`config.mk`:
```
export PLATFORM = sky130hd
export DESIGN_NAME = any1_fu_dispatch
export DESIGN_NICKNAME = d
export VERILOG_FILES = /design/src/rtl/any1_fu_dispatch.sv
export SDC_FILE = /design/constraint.sdc
export NUM_CORES = 1
export LEC_CHECK = 0
export ABC_AREA = 1
export BUFFER_PORTS_ARGS = -buffer_cell sky130_fd_sc_hd__clkbuf_2
export CAP_MARGIN = 30
export CORE_MARGIN = 8
export CORE_UTILIZATION = 45
export CTS_BUF_LIST = sky130_fd_sc_hd__clkbuf_16
export DETAILED_ROUTE_END_ITERATION = 8
export PLACE_DENSITY = 0.75
export SYNTH_ARGS = -nofsm -noshare
export SYNTH_HDL_FRONTEND = slang
export SYNTH_SLANG_ARGS = --single-unit
export TNS_END_PERCENT = 50
```
`constraint.sdc`:
```
create_clock -name clk -period 1.95 [get_ports clk]
set_input_delay 0.195 -clock clk [delete_from_list [all_inputs] [get_ports clk]]
set_output_delay 0.195 -clock clk [all_outputs]
set_load 0.02 [all_outputs]
```
`src/rtl/any1_fu_dispatch.sv`:
```
`default_nettype none
// ============================================================================
// Module      : any1_fu_dispatch
// Description : Dispatch controller between the instruction scheduler and the
//               four functional units (ALU0, ALU1, MEM, FPU).
//               Each unit owns a 2-deep FIFO of ROB indexes and a two-state
//               go/done sequencer with a per-unit watchdog.
// Ports       : clk, rst_n              - clock, async active-low reset
//               sel_v/sel_rid/sel_unit  - one scheduler selection per cycle
//               flush                   - discard queued and in-flight work
//               fu_done[3:0]            - per-unit completion pulse
//               fu_full[3:0]            - per-unit FIFO holds 2 entries
//               issued_v/issued_rid     - selection accepted last cycle
//               sel_nack/nack_rid       - selection rejected (FIFO full)
//               fu_go[3:0]/fu_rid[23:0] - unit start pulse / held ROB index
//               cmp_v/cmp_err/cmp_rid   - completion report (err = timeout)
//               fu_timeout[3:0]         - sticky per-unit timeout flag
// Revision    : 1.0 - initial release
// ============================================================================
module any1_fu_dispatch #(
  parameter int          ROB_ENTRIES = 64,
  parameter logic [7:0]  TIMEOUT     = 8'd255
) (
  input  logic        clk,
  input  logic        rst_n,
  input  logic        sel_v,
  input  logic [5:0]  sel_rid,
  input  logic [1:0]  sel_unit,
  input  logic        flush,
  input  logic [3:0]  fu_done,
  output logic [3:0]  fu_full,
  output logic        issued_v,
  output logic [5:0]  issued_rid,
  output logic        sel_nack,
  output logic [5:0]  nack_rid,
  output logic [3:0]  fu_go,
  output logic [23:0] fu_rid,
  output logic [3:0]  cmp_v,
  output logic [3:0]  cmp_err,
  output logic [23:0] cmp_rid,
  output logic [3:0]  fu_timeout
);

  localparam logic [6:0] c_ROB_DEPTH = 7'(ROB_ENTRIES);

  typedef enum logic [0:0] {
    ST_IDLE = 1'b0,
    ST_BUSY = 1'b1
  } unit_state_t;

  // Pre-edge FIFO occupancy of every unit, gathered for the accept decision.
  logic [3:0][1:0] w_count;

  logic w_rid_ok;
  logic w_sel_full;
  logic w_accept;
  logic w_reject;

  // Indexes beyond a reduced ROB depth cannot name a real entry; with the
  // default 64-entry ROB every 6-bit index is in range.
  assign w_rid_ok   = ({1'b0, sel_rid} < c_ROB_DEPTH);
  assign w_sel_full = (w_count[sel_unit] == 2'd2);
  assign w_accept   = sel_v && !flush && w_rid_ok && !w_sel_full;
  assign w_reject   = sel_v && !flush && w_rid_ok &&  w_sel_full;

  // --------------------------------------------------------------------------
  // Accept / reject report to the ROB and scheduler
  // --------------------------------------------------------------------------
  always_ff @(posedge clk or negedge rst_n) begin
    if (!rst_n) begin
      issued_v   <= 1'b0;
      issued_rid <= 6'd0;
      sel_nack   <= 1'b0;
      nack_rid   <= 6'd0;
    end else begin
      issued_v <= w_accept;
      sel_nack <= w_reject;
      if (w_accept) issued_rid <= sel_rid;
      if (w_reject) nack_rid   <= sel_rid;
    end
  end

  // --------------------------------------------------------------------------
  // Per-unit FIFO, sequencer and watchdog
  // --------------------------------------------------------------------------
  for (genvar u = 0; u < 4; u++) begin : g_unit
    logic [1:0][5:0] r_mem;
    logic            r_head;
    logic            r_tail;
    logic [1:0]      r_count;
    unit_state_t     r_state;
    logic            r_discard;
    logic [7:0]      r_wd;
    logic            r_full;
    logic            r_go;
    logic [5:0]      r_fu_rid;
    logic            r_cmp_v;
    logic            r_cmp_err;
    logic [5:0]      r_cmp_rid;
    logic            r_timeout;

    logic            w_push;
    logic            w_pop;
    logic            w_finish;
    logic [5:0]      w_head_rid;
    logic [1:0]      w_count_next;

    assign w_push = w_accept && (sel_unit == 2'(u));
    // An idle unit with an empty FIFO starts straight from the incoming
    // selection, so the push and pop of the same entry share one edge.
    assign w_pop      = (r_state == ST_IDLE) && !flush && ((r_count != 2'd0) || w_push);
    assign w_head_rid = (r_count == 2'd0) ? sel_rid : r_mem[r_head];
    // A done takes precedence over a watchdog expiry on the same edge.
    assign w_finish   = fu_done[u] || (r_wd == TIMEOUT);

    always_comb begin
      w_count_next = r_count;
      if (flush) begin
        w_count_next = 2'd0;
      end else if (w_push && !w_pop) begin
        w_count_next = r_count + 2'd1;
      end else if (!w_push && w_pop) begin
        w_count_next = r_count - 2'd1;
      end
    end

    always_ff @(posedge clk or negedge rst_n) begin
      if (!rst_n) begin
        r_mem     <= '0;
        r_head    <= 1'b0;
        r_tail    <= 1'b0;
        r_count   <= 2'd0;
        r_state   <= ST_IDLE;
        r_discard <= 1'b0;
        r_wd      <= 8'd0;
        r_full    <= 1'b0;
        r_go      <= 1'b0;
        r_fu_rid  <= 6'd0;
        r_cmp_v   <= 1'b0;
        r_cmp_err <= 1'b0;
        r_cmp_rid <= 6'd0;
        r_timeout <= 1'b0;
      end else begin
        r_go      <= 1'b0;
        r_cmp_v   <= 1'b0;
        r_cmp_err <= 1'b0;
        r_count   <= w_count_next;
        r_full    <= (w_count_next == 2'd2);

        if (flush) begin
          r_head <= 1'b0;
          r_tail <= 1'b0;
        end else begin
          if (w_push) begin
            r_mem[r_tail] <= sel_rid;
            r_tail        <= ~r_tail;
          end
          if (w_pop) r_head <= ~r_head;
        end

        case (r_state)
          ST_IDLE: begin
            if (w_pop) begin
              r_state  <= ST_BUSY;
              r_go     <= 1'b1;
              r_fu_rid <= w_head_rid;
              r_wd     <= 8'd0;
            end
          end
          ST_BUSY: begin
            if (w_finish) begin
              r_state <= ST_IDLE;
              // Only a discard latched by an earlier flush suppresses the
              // report; a flush on this very edge does not.
              if (!r_discard) begin
                r_cmp_v   <= 1'b1;
                r_cmp_err <= !fu_done[u];
                r_cmp_rid <= r_fu_rid;
              end
              if (!fu_done[u]) r_timeout <= 1'b1;
              r_discard <= 1'b0;
            end else begin
              // r_wd < TIMEOUT here, so the increment saturates at TIMEOUT.
              r_wd <= r_wd + 8'd1;
              if (flush) r_discard <= 1'b1;
            end
          end
          default: r_state <= ST_IDLE;
        endcase
      end
    end

    assign w_count[u]          = r_count;
    assign fu_full[u]          = r_full;
    assign fu_go[u]            = r_go;
    assign fu_rid[6*u +: 6]    = r_fu_rid;
    assign cmp_v[u]            = r_cmp_v;
    assign cmp_err[u]          = r_cmp_err;
    assign cmp_rid[6*u +: 6]   = r_cmp_rid;
    assign fu_timeout[u]       = r_timeout;
  end

endmodule
`default_nettype wire

```
==> flow_summary.json, run 1 <==
{
  "grt_pass1_vias": 6223,
  "grt.total_usage": 0.166,
  "drive_gt1_frac": 0.180,
  "cts.path.max_buffers": 2,
  "worstSetupPathType": "reg2reg",
  "hold_path.class": "in2reg",
  "cts_tree": "yes",
  "syn_nets": 936,
  "cp_max_fo": 8,
  "fp.coreArea_um2": 18500,
  "gp_congestion": 0.849,
  "setup_viol": 0,
  "synth_area_leaders": "dfrtp_1 55%, nand2_1 8.9%, inv_1 4.4%",
  "start_kind": "register",
  "ys_ff_latch": 186,
  "grt_max_degree": 72,
  "clock_sinks": 186,
  "drt_iter0_drc": 429,
  "finalHoldWorstSlack_ns": 0.0424,
  "clk_latency_ns": 0.43,
  "fin_skew_ns": 0.00990,
  "max_freq_ghz": 0.569,
  "drc": 0,
  "clkTransAtPathRegs_ns": 0.07,
  "slew_headroom": 0.604,
  "die_w_um": 153,
  "maxCapViolCount": 0,
  "portBuffers": 97,
  "end_kind": "register",
  "multi_input_area_um2": 3030,
  "grt_first_pass_wirelength_um": 31200,
  "worst_slack_ns": 0.194,
  "drt_wl_total_um": 18600,
  "synth_cell_types": 40,
  "h-tree-depth": 4,
  "numCtsBuffers": 17,
  "tns_ns": 0,
  "synth_area_per_cell_um2": 9.24,
  "grt_util_met3": 0.0431,
  "ios": 98,
  "vias_per_cell": 5.04,
  "yosysMostFrequentCell": "nand2_1",
  "r2r_start": "g_unit[0].r_wd[0]",
  "arrival_ns": 2.10,
  "synth_top_cell_area_share": 0.552,
  "area_growth_pct": 13.3,
  "powerDensity_nw_per_um2": 1300,
  "critPathLaunch": "g_unit[0].r_wd[0]",
  "synth-edff-count": 0,
  "seq_area_frac_synth": 0.552,
  "fin_area_um2": 9550,
  "final_antenna_net_count": 0,
  "first_pass_iters": 4,
  "die_area_um2": 23400,
  "cts_setup_buffers": 0,
  "p_leak_nw": 4.83,
  "dp_hpwl_um": 13100,
  "async_flop_share": 1.00,
  "synth_area_um2": 8430,
  "rows": 50,
  "ir_drop_mv": 0.707,
  "netlist_instances": 912,
  "status": "completed",
  "yosys_most_used_dff": "dfrtp_1",
  "routedWlPerCell_um": 15.1,
  "final_hold_viol_count": 0,
  "seqCellArea_um2": 4650,
  "drv_slew": 0,
  "ys_warn_count": 0,
  "grt_util_met1": 0.224,
  "pre_cts_slack_ns": 0.0860,
  "overflow": 0,
  "yosysTopAreaCell": "dfrtp_1",
  "cp_data_required_time_ns": 2.30,
  "diodes": 0,
  "dpl-instance-area_um2": 8970,
  "fillCellCount": 1674,
  "synthTopCellsByCount": "200 x nand2_1, 186 x dfrtp_1, 99 x inv_1",
  "vias": 6229,
  "hold_start": "fu_done[1]",
  "clockRootBuffer": "clkbuf_16",
  "final_cells": 1236,
  "fin_crit_sh": 0.901,
  "antenna_found_initial": 0,
  "grt-busiest-layer": "met2",
  "met2_usage": 0.254,
  "finalCriticalPeriod_ns": 1.76,
  "dp.cells": 1202,
  "nets": 1013,
  "initial_utilization": 0.455,
  "die_y_um": 153,
  "utilization": 0.516,
  "power_mw": 12.4,
  "tightest_slew_ns": 0.594
}
-- final timing paths --
check                                          to  slack, ns  cells past startpoint
max in group asynchronous  g_unit[3].r_cmp_rid[0]       1.09                      3
setup reg to reg                g_unit[0].r_wd[5]       0.19                     10
hold reg to reg               g_unit[1].r_cmp_err       0.45                      1
setup / recovery                g_unit[0].r_wd[5]       0.19                     10
hold / removal                g_unit[1].r_cmp_err       0.04                      4
min in group asynchronous  g_unit[2].r_cmp_rid[4]       0.11                      2
-- worst max-delay path, cell delays in order (launching register included) --
cell	delay (ns)
dfrtp_1	0.41
ha_1	0.24
nand2_1	0.11
inv_1	0.04
nand2_1	0.10
o21ai_1	0.10
nor2_1	0.22
inv_2	0.12
nand2_2	0.16
nand3_1	0.08
o21ai_0	0.09
-- power by group --
group          internal (mW)  leakage, nW  total (mW)  switching, mW
clock network           1.76        0.265        3.28           1.53
logic                   1.23         2.16        3.56           2.33
registers               4.86         2.41        5.55          0.683
total                   7.85         4.83        12.4           4.54
-- routing by layer --
layer | wire, µm | vias up | part of all wire
met4 | 286 | 0 | 0.015
met2 | 8560 | 112 | 0.46
met3 | 608 | 24 | 0.033
li1 | - | 3099 | -
met1 | 9160 | 2994 | 0.49
met5 | 0 | - | 0
-- sequential cells by signal, summed over array words and instances, names as in the netlist, 6 cells and up --
register	count
g_unit.r_count	8
g_unit.r_cmp_rid	24
nack_rid	6
g_unit.r_fu_rid	24
issued_rid	6
g_unit.r_wd	32
g_unit.r_mem	48
-- kinds of logic (layout without fill, tap and decap cells) --
| logic type | after synthesis | after routing | share of synthesized area |
|---|---|---|---|
| AND/OR/NAND/NOR | 347 | 347 | 0.185 |
| buffers and inverters | 158 | 248 | 0.0895 |
| AO/OA/AOI/OAI | 173 | 173 | 0.117 |
| XOR/XNOR | 16 | 16 | 0.0166 |
| flip-flops | 186 | 186 | 0.552 |
| multiplexers | 24 | 24 | 0.0285 |
| adder cells (fa/ha/maj) | 8 | 8 | 0.0119 |
-- layout by cell type (no fill, tap or decap), types with 9 or more instances in the layout --
master     netlist  routed
inv_1           99     100
xor2_1          14      14
a21oi_1         17      17
nand3_1         52      52
o21ai_0         70      70
o211ai_1        23      23
o21ai_1         45      45
clkbuf_16        0      17
clkbuf_2         0      96
nor2_1          56      56
nand2_2          7       9
dfrtp_1        186     186
nand2_1        200     198
mux2i_1         24      24
-- cell type report --
class | count | area share
clock buffer | 17 | 0.0446
clock inverter | 15 | 0.0132
inverter | 107 | 0.0429
multi-input combinational | 568 | 0.317
sequential | 186 | 0.487
tap | 234 | 0.0307
timing repair buffer | 109 | 0.0641
-- timing repair --
item | in CTS | in global routing
hold buffers | 2 | 0
gates resized for setup | 0 | 4
endpoints found under the hold margin | 188 | 0
endpoints found under the setup margin | 0 | 18
No activity file was read; power rests on OpenSTA's default activity.
==> run 2: changes to the inputs <==
PLACE_DENSITY = not set   (was 0.75)
PLACE_DENSITY_LB_ADDON = 0.12   (was not set)
RECOVER_POWER = 50   (was not set)
SLEW_MARGIN = 20   (was not set)
==> run 2 against run 1 <==
Fmax about the same. Sequential share of layout area about the same. Utilization barely moved. Critical path depth grew 1. Non-clock buffer count up 1. Power grew 1.7%. Clock skew is 0.0017 ns higher.
==> flow_summary.json, run 2 (same netlist as run 1, synthesis figures left out) <==
{
  "status": "completed",
  "grt_first_pass_wirelength_um": 31600,
  "ios": 98,
  "clkTransAtPathRegs_ns": 0.07,
  "dp.cells": 1203,
  "rows": 50,
  "drt_iter0_drc": 305,
  "rrSetupSlack_ns": 0.20,
  "utilization": 0.516,
  "finalCriticalPeriod_ns": 1.75,
  "min_delay_worst_endpoint": "g_unit[1].r_cmp_err",
  "regMostFlops": "g_unit.r_mem",
  "arrival_ns": 2.12,
  "reg2reg_depth": 11,
  "start_kind": "register",
  "vias": 6147,
  "power_mw": 12.6,
  "setup_viol": 0,
  "critPathSlowestCell": "dfrtp_1",
  "worstSetupPathType": "reg2reg",
  "drive_gt1_frac": 0.139,
  "final_cell_mix": "198 x nand2_1, 186 x dfrtp_1, 101 x inv_1",
  "grt_pass1_vias": 6049,
  "regToRegEndpoint": "g_unit[2].r_fu_rid[5]",
  "diodes": 0,
  "portBuffers": 97,
  "routedWlPerCell_um": 15.2,
  "r2r_start": "g_unit[1].r_count[1]",
  "end_kind": "register",
  "drv_slew": 0,
  "clockRootBuffer": "clkbuf_16",
  "p_leak_nw": 4.73,
  "rsz0062_at_grt": "no",
  "ir_drop_mv": 0.657,
  "worst_slack_ns": 0.195,
  "cp_data_required_time_ns": 2.31,
  "drc": 0,
  "critical_path.top_delay_family": "simple AND/OR/NAND/NOR gates",
  "grt.total_usage": 0.167,
  "numCtsBuffers": 17,
  "cts_setup_buffers": 0,
  "fin_skew_ns": 0.0116,
  "h-tree-depth": 4,
  "hold_start": "fu_done[1]",
  "gp_congestion": 0.819,
  "cts_tree": "yes",
  "powerDensity_nw_per_um2": 1320,
  "die_w_um": 153,
  "die_y_um": 153,
  "area_growth_pct": 13.3,
  "initial_utilization": 0.455,
  "slew_headroom": 0.131,
  "vias_per_cell": 4.97,
  "final_antenna_net_count": 0,
  "tns_ns": 0,
  "fin_crit_sh": 0.900,
  "grt_max_degree": 51,
  "critPathMostFrequentCell": "nand2_1",
  "crit_buf_inv": 1,
  "fillCellCount": 1769,
  "antenna_found_initial": 0,
  "fp.coreArea_um2": 18500,
  "die_area_um2": 23400,
  "drt_wl_total_um": 18900,
  "dp_hpwl_um": 13200,
  "final_hold_viol_count": 0,
  "pre_cts_slack_ns": 0.107,
  "final_cells": 1237,
  "cts.path.max_buffers": 2,
  "tightest_slew_ns": 1.30,
  "cp_max_fo": 17,
  "hold_path.class": "in2reg",
  "largest_register_ffs": 48,
  "maxCapViolCount": 0,
  "clock_sinks": 186,
  "path_cells": "nand2_1, nand2_1, nand2_1, nand2_1, nand2_4, nand3_4, nand2_1, nand2_2, inv_2, o211ai_1, o21ai_1",
  "max_freq_ghz": 0.570,
  "clk_latency_ns": 0.43,
  "largest_registers": "g_unit.r_mem x48, g_unit.r_wd x32",
  "cp_slowest_stage_delay_ns": 0.41,
  "whs_path_depth": 4,
  "first_pass_iters": 5,
  "final_common_cell": "nand2_1",
  "overflow": 0,
  "nets": 1014
}
[run 2: worst max path at each step]
stage                                    start                endpoint  cells after the start
after floorplan              g_unit[1].r_wd[0]  g_unit[1].r_cmp_rid[0]                     10
after global placement             sel_unit[1]   g_unit[2].r_fu_rid[5]                     12
final                     g_unit[1].r_count[1]   g_unit[2].r_fu_rid[5]                     11
after detailed placement     g_unit[0].r_wd[0]       g_unit[0].r_wd[2]                     10
after CTS                    g_unit[0].r_wd[0]       g_unit[0].r_wd[2]                     10
after global routing         g_unit[1].r_wd[0]  g_unit[1].r_cmp_rid[2]                     10
[run 2: cell type report]
| cell class | instances | area (µm²) | share of cell area |
|---|---|---|---|
| Timing Repair Buffer | 110 | 558 | 0.0584 |
| Clock buffer | 17 | 425 | 0.0445 |
| Clock inverter | 15 | 184 | 0.0193 |
| Inverter | 107 | 409 | 0.0428 |
| Tap cell | 234 | 293 | 0.0307 |
| Multi-Input combinational cell | 568 | 3030 | 0.317 |
| Sequential cell | 186 | 4650 | 0.487 |
[run 2: routing by layer]
metal	routed length [µm]	global-route usage	up-vias
li1	-	-	3104
met1	9430	0.237	2927
met2	8490	0.253	107
met3	771	0.0350	9
met4	172	0.0523	0
met5	0	0	-
[run 2: repair_timing]
action | 4_1_cts | 5_1_grt
hold endpoints to repair | 49 | 0
hold buffers | 2 | 0
gates resized for setup | 0 | 4
endpoints found under the setup margin | 0 | 17
[run 2: tightest hold or removal path, cell delays in order]
cell,delay [ns]
clkbuf_2,0.09
nor2_1,0.04
nand2_1,0.07
nor2_1,0.04
[run 2: report_power, final]
group          leakage, nW  internal (mW)  switching (mW)
Combinational         2.03           1.18            2.28
Clock                0.292           2.12            1.46
Sequential            2.41           4.86           0.697
Total                 4.73           8.17            4.44
[run 2: per-stage QoR]
stage / hold WS, ns / area [µm²]
global placement: 0.181 / 8990
CTS: 0.0342 / 9620
finish: 0.0503 / 9550
floorplan: -0.101 / 8430
global route: 0.0738 / 9550
detailed placement: 0.184 / 8990
